File: src/rtl/mem_arb_pkg.sv
// Shared types and constants for the data-memory port arbiter.
package mem_arb_pkg;

    localparam int DATA_W = 16;

    // Owner of an in-flight read, carried alongside the tracking valid bit.
    typedef enum logic [1:0] {
        OWN_NONE = 2'd0,
        OWN_D    = 2'd1,
        OWN_X    = 2'd2
    } owner_t;

    // Bits needed to hold a wait count of 0..starve_max inclusive.
    function automatic int x_wait_width(input int starve_max);
        return $clog2(starve_max + 1);
    endfunction

endpackage

File: src/rtl/mem_arb_starve_ctr.sv
// Saturating wait counter for the debug/loader master. Counts cycles a
// pending X request loses arbitration; at_max_o forces the next grant to X.
module mem_arb_starve_ctr
    import mem_arb_pkg::*;
#(
    parameter int StarveMax = 4
) (
    input  logic clk_i,
    input  logic rst_ni,
    input  logic clr_i,
    input  logic inc_i,
    output logic at_max_o
);

    localparam int CntW = x_wait_width(StarveMax);
    localparam logic [CntW-1:0] MaxCnt = CntW'(StarveMax);

    logic [CntW-1:0] count_q, count_d;

    // Next count: clear wins over increment; increment stops at MaxCnt.
    always_comb begin
        // NOTE: assign a default first so every path drives count_d and no latch is inferred.
        count_d = count_q;
        if (clr_i) begin
            count_d = '0;
        end else if (inc_i && (count_q != MaxCnt)) begin
            count_d = count_q + CntW'(1);
        end
    end

    // Count register.
    always_ff @(posedge clk_i or negedge rst_ni) begin
        // NOTE: non-blocking assignments keep every flop sampling pre-edge values.
        if (!rst_ni) begin
            count_q <= '0;
        end else begin
            count_q <= count_d;
        end
    end

    assign at_max_o = (count_q == MaxCnt);

endmodule

File: src/rtl/mem_port_arbiter.sv
// Shares one registered data-memory port between the pipeline MEM stage (D,
// fixed priority) and a debug/loader master (X, starvation-bounded). One bus
// transaction issues per cycle; read data returns to its owner two edges
// after acceptance.
module mem_port_arbiter
    import mem_arb_pkg::*;
#(
    parameter int DataWidth = DATA_W,
    parameter int StarveMax = 4
) (
    input  logic                 CLK,
    input  logic                 RST,
    input  logic                 d_req,
    input  logic                 d_we,
    input  logic [DataWidth-1:0] d_addr,
    input  logic [DataWidth-1:0] d_wdata,
    output logic                 d_stall,
    output logic                 d_rvalid,
    output logic [DataWidth-1:0] d_rdata,
    input  logic                 x_req,
    input  logic                 x_we,
    input  logic [DataWidth-1:0] x_addr,
    input  logic [DataWidth-1:0] x_wdata,
    output logic                 x_gnt,
    output logic                 x_rvalid,
    output logic [DataWidth-1:0] x_rdata,
    output logic                 MemRead,
    output logic                 MemWrite,
    output logic [DataWidth-1:0] MemAddr,
    output logic [DataWidth-1:0] MemData,
    input  logic [DataWidth-1:0] MemOutput
);

    logic grant_d, grant_x, x_at_max;

    logic                 mem_read_q, mem_read_d;
    logic                 mem_write_q, mem_write_d;
    logic [DataWidth-1:0] mem_addr_q, mem_addr_d;
    logic [DataWidth-1:0] mem_data_q, mem_data_d;
    logic                 trk_valid_q, trk_valid_d;
    owner_t               trk_own_q, trk_own_d;

    logic                 d_rvalid_q, x_rvalid_q;
    logic [DataWidth-1:0] d_rdata_q, x_rdata_q;

    mem_arb_starve_ctr #(
        .StarveMax (StarveMax)
    ) u_starve_ctr (
        .clk_i    (CLK),
        .rst_ni   (RST),
        .clr_i    (~x_req | grant_x),
        .inc_i    (x_req & ~grant_x),
        .at_max_o (x_at_max)
    );

    // Grant: a starved X beats D; otherwise D has priority over X.
    always_comb begin
        grant_x = x_req & (x_at_max | ~d_req);
        grant_d = d_req & ~grant_x;
    end

    assign d_stall = d_req & ~grant_d;
    assign x_gnt   = grant_x;

    // Next bus cycle and read-tracking entry from the winning request.
    always_comb begin
        mem_read_d  = 1'b0;
        mem_write_d = 1'b0;
        mem_addr_d  = '0;
        mem_data_d  = '0;
        trk_valid_d = 1'b0;
        trk_own_d   = OWN_NONE;
        if (grant_d) begin
            mem_read_d  = ~d_we;
            mem_write_d = d_we;
            mem_addr_d  = d_addr;
            mem_data_d  = d_we ? d_wdata : '0;
            trk_valid_d = ~d_we;
            trk_own_d   = OWN_D;
        end else if (grant_x) begin
            mem_read_d  = ~x_we;
            mem_write_d = x_we;
            mem_addr_d  = x_addr;
            mem_data_d  = x_we ? x_wdata : '0;
            trk_valid_d = ~x_we;
            trk_own_d   = OWN_X;
        end
    end

    // Bus and tracking registers; reset drops any in-flight read.
    always_ff @(posedge CLK or negedge RST) begin
        if (!RST) begin
            mem_read_q  <= 1'b0;
            mem_write_q <= 1'b0;
            mem_addr_q  <= '0;
            mem_data_q  <= '0;
            trk_valid_q <= 1'b0;
            trk_own_q   <= OWN_NONE;
        end else begin
            mem_read_q  <= mem_read_d;
            mem_write_q <= mem_write_d;
            mem_addr_q  <= mem_addr_d;
            mem_data_q  <= mem_data_d;
            trk_valid_q <= trk_valid_d;
            trk_own_q   <= trk_own_d;
        end
    end

    // Read return: capture MemOutput into the tagged owner's data register.
    always_ff @(posedge CLK or negedge RST) begin
        if (!RST) begin
            d_rvalid_q <= 1'b0;
            x_rvalid_q <= 1'b0;
            d_rdata_q  <= '0;
            x_rdata_q  <= '0;
        end else begin
            d_rvalid_q <= trk_valid_q && (trk_own_q == OWN_D);
            x_rvalid_q <= trk_valid_q && (trk_own_q == OWN_X);
            if (trk_valid_q && (trk_own_q == OWN_D)) begin
                d_rdata_q <= MemOutput;
            end
            if (trk_valid_q && (trk_own_q == OWN_X)) begin
                x_rdata_q <= MemOutput;
            end
        end
    end

    assign MemRead  = mem_read_q;
    assign MemWrite = mem_write_q;
    assign MemAddr  = mem_addr_q;
    assign MemData  = mem_data_q;
    assign d_rvalid = d_rvalid_q;
    assign d_rdata  = d_rdata_q;
    assign x_rvalid = x_rvalid_q;
    assign x_rdata  = x_rdata_q;

endmodule

File: config.mk
export PLATFORM = sky130hd
export DESIGN_NAME = mem_port_arbiter
export DESIGN_NICKNAME = d
export VERILOG_FILES = /design/src/rtl/mem_arb_pkg.sv /design/src/rtl/mem_arb_starve_ctr.sv /design/src/rtl/mem_port_arbiter.sv
export SDC_FILE = /design/constraint.sdc
export NUM_CORES = 1
export LEC_CHECK = 0
export ABC_AREA = 1
export ABC_CLOCK_PERIOD_IN_PS = 1550
export CELL_PAD_IN_SITES_DETAIL_PLACEMENT = 0
export CELL_PAD_IN_SITES_GLOBAL_PLACEMENT = 1
export CORE_UTILIZATION = 25
export DETAILED_ROUTE_END_ITERATION = 8
export GPL_TIMING_DRIVEN = 1
export PLACE_DENSITY_LB_ADDON = 0.1
export SKIP_LAST_GASP = 1
export SLEW_MARGIN = 25
export SYNTH_ARGS = -nofsm -noshare
export SYNTH_HDL_FRONTEND = slang
export SYNTH_SLANG_ARGS = --single-unit
File: constraint.sdc
create_clock -name CLK -period 1.55 [get_ports CLK]
set_input_delay 0.3875 -clock CLK [delete_from_list [all_inputs] [get_ports CLK]]
set_output_delay 0.3875 -clock CLK [all_outputs]
set_load 0.01 [all_outputs]
==> results.toml <==
[status]
status = "finished, violations left"
violations = "design-rule violations, negative setup slack"

[worst_setup_path]
critical_path.top_delay_family = "flip-flops"
reg2reg_from = "u_starve_ctr.count_q[0]$_DFFE_PN0P_"
crit_type = "flip-flop to output port"
worst_ep_arrival_time_ns = 1.36
slowest_stage = "dfrtp_1"
crit_required_ns = 1.16
path_cells = "inv_2, ha_4, nand2_4, a21oi_4, nand2_1, inv_1, buf_2"
crit_fanout = 3
crit_buf_inv = 3
slowest_delay_ns = 0.39
startpoint = "u_starve_ctr.count_q[0]$_DFFE_PN0P_"
startpoint_type = "flip-flop"
crit_path_end_kind = "output port"

[global_routing]
grt-ovfl-total = 0
grt_busiest_layer = "met2"
use_met3 = 0.0463
grt_max_degree = 74
grt_pass1_vias = 2824
grt_pass1_wl_microns = 14100
use_met2 = 0.244
antenna_found_initial = 0
grt_util_all_layers = 0.144
grtUsageMet1 = 0.172

[yosys]
netlist_area_sq_mm = 0.00302
synth_top_area_frac = 0.606
yosysWarnings = 0
ys_seq_area_frac = 0.606
synth.largest_area_cell = "dfrtp_1"
synth_cells = 334
syn_nets = 422
syn_avg_cell_area_sq_um = 9.03
synth_cell_types = 21
yosys-top-cells-area = "dfrtp_1, nand2_1, nand3_1, o21ai_0, inv_1"
synth-seq-cells = 73

[clock_tree]
holdBufCountCts = 0
numCtsBuffers = 9
clockBufferDepth = 2
htree_levels = 3
cts_root_buf = "clkbuf_16"
clock_sinks = 73
clkTransAtPathRegs_ns = 0.06
clkLatencyLatePin_ns = 0.33
cts_tree = "built"

[layout]
drive_above_1_share = 0.135
stdcell_count = 653
syn2layout_area_growth_pct = 75.8
fillers = 1168
num-nets-final = 593
final_util = 0.458
antenna_cells = 0

[timing]
period_share = 1.13
fin_skew_ns = 0.00647
fmax_mhz = 573
drv_slew = 0
hold_viol_final = 0
rsz0062_at_grt = "true"
slew_headroom = 0.726
worstMarginPinSlew_ns = 0.412
holdWs_ns = 0.0545
min_period_ns = 1.74
setup_viol = 2
finalWorstSetupSlack_ns = -0.195

[die]
die_h_microns = 112
start_util = 0.261
rows = 39
dieArea_sq_mm = 0.0125
coreArea_sq_mm = 0.0116
die_w_microns = 112
io_pins = 156

[drt]
vias_per_cell = 4.34
first_iter_violations = 132
num_vias = 2835
postRouteAntennaNets = 0
wl_microns = 9280
drc = 8
wl_per_cell_microns = 14.2
first_pass_iters = 6

[worst_hold_path]
hp-class = "input pin to asynchronous set/reset pin"

[pwr]
ir_worst_vdd_mv = 0.389
powerDensity_mw_per_mm2 = 1080
finalPower_mw = 5.74
leakage_nw = 2.84

[run]
cap_violations = 0

[placement]
place_inst = 631
dpl.hpwl_microns = 6120
port_buffers = 155
gp_congestion = 0.731
## cell usage after synthesis
library cell,number
nand2_1,102
dfrtp_1,73
inv_1,40
nand3_1,35
o21ai_0,32
nand4_1,16
buf_2,11
clkbuf_1,6
buf_1,2
buf_6,2
ha_1,2
nand2_2,2
nor2_1,2
nor3_1,2
a21oi_1,1
a21oi_4,1
buf_4,1
inv_4,1
nor3b_1,1
or2_2,1
xnor2_1,1
## power by group
group | switching, mW | internal (mW) | leakage (nW)
Sequential | 0.115 | 2.18 | 0.925
Clock | 0.790 | 1.41 | 0.155
Combinational | 0.591 | 0.653 | 1.76
Total | 1.50 | 4.24 | 2.84
## routing by layer
metal | wire length (microns) | vias up | share of wire
li1 | - | 1399 | -
met1 | 3960 | 1320 | 0.43
met2 | 4480 | 102 | 0.48
met3 | 699 | 14 | 0.075
met4 | 148 | 0 | 0.016
met5 | 0 | - | 0
## area by class of cell
cell class	instances	area, sq um	share of cell area
Timing Repair Buffer	182	1800	0.339
Tap cell	143	179	0.0338
Sequential cell	73	1830	0.345
Multi-Input combinational cell	198	1020	0.193
Clock buffer	9	225	0.0425
Inverter	41	156	0.0295
Clock inverter	7	95.1	0.0179
## kinds of logic (layout without fill, tap and decap cells)
logic type / after synthesis / count (layout) / share of synthesized area
compound gates: 34 / 34 / 0.0602
xor+xnor: 1 / 1 / 0.00291
fa+ha+maj: 2 / 2 / 0.00830
buf+inv: 63 / 239 / 0.0900
flops: 73 / 73 / 0.606
simple gates: 161 / 161 / 0.233
## stage by stage
step                      TNS (ns)  setup WS [ns]  instance area, sq um
final                       -0.375         -0.195                  5300
after global placement      -19.92         -0.585                  4820
after CTS                   -0.497         -0.279                  5120
after global routing        -0.501         -0.270                  5300
after floorplan            -0.0102        -0.0102                  3020
after detailed placement    -21.13         -0.583                  4820
## sequential cells by signal (all words and copies together), names as in the netlist
register / cells
trk_own_q: 2
trk_valid_q: 1
u_starve_ctr.count_q: 3
MemWrite: 1
MemAddr: 16
MemData: 16
x_rdata: 16
d_rdata: 16
d_rvalid: 1
x_rvalid: 1
## repair_timing
item	4_1_cts	5_1_grt
endpoints found under the hold margin	0	0
pin swaps	3	10
gates cloned	1	3
endpoints found under the setup margin	107	37
resized for setup	86	21
setup buffers	1	2
## cells in the final DEF (no fill, tap or decap)
cell type,synthesis,routed
a21oi_1,1,1
a21oi_4,1,1
buf_12,0,4
buf_16,0,1
buf_2,11,1
buf_4,1,18
buf_6,2,3
bufinv_16,0,2
clkbuf_16,0,12
clkdlybuf4s50_1,0,83
clkinv_2,0,2
clkinv_4,0,2
clkinvlp_4,0,1
dfrtp_1,73,73
dlygate4sd2_1,0,68
dlymetal6s2s_1,0,1
ha_1,2,1
ha_4,0,1
inv_1,40,38
inv_2,0,2
inv_4,1,1
nand2_1,102,100
nand2_2,2,1
nand2_4,0,2
nand2_8,0,1
nand3_1,35,22
nand3_2,0,13
nand4_1,16,16
nor2_1,2,2
nor3_1,2,2
nor3b_1,1,1
o21ai_0,32,32
or2_2,1,1
xnor2_1,1,1
## worst paths after layout
kind                            depth (start not counted)  slack, ns                      end
worst min-delay path                                    2       0.05  d_rdata[12]$_DFFE_PN0P_
max in group asynchronous                               2       1.15   d_rdata[4]$_DFFE_PN0P_
worst min register to register                          2       0.47  x_rdata[15]$_DFFE_PN0P_
worst max register to register                          9       0.14    MemAddr[15]$_DFF_PN0_
worst max-delay path                                    7      -0.19                  d_stall
min in group CLK                                        2       0.47  x_rdata[15]$_DFFE_PN0P_
(Power assumes the default switching activity.)
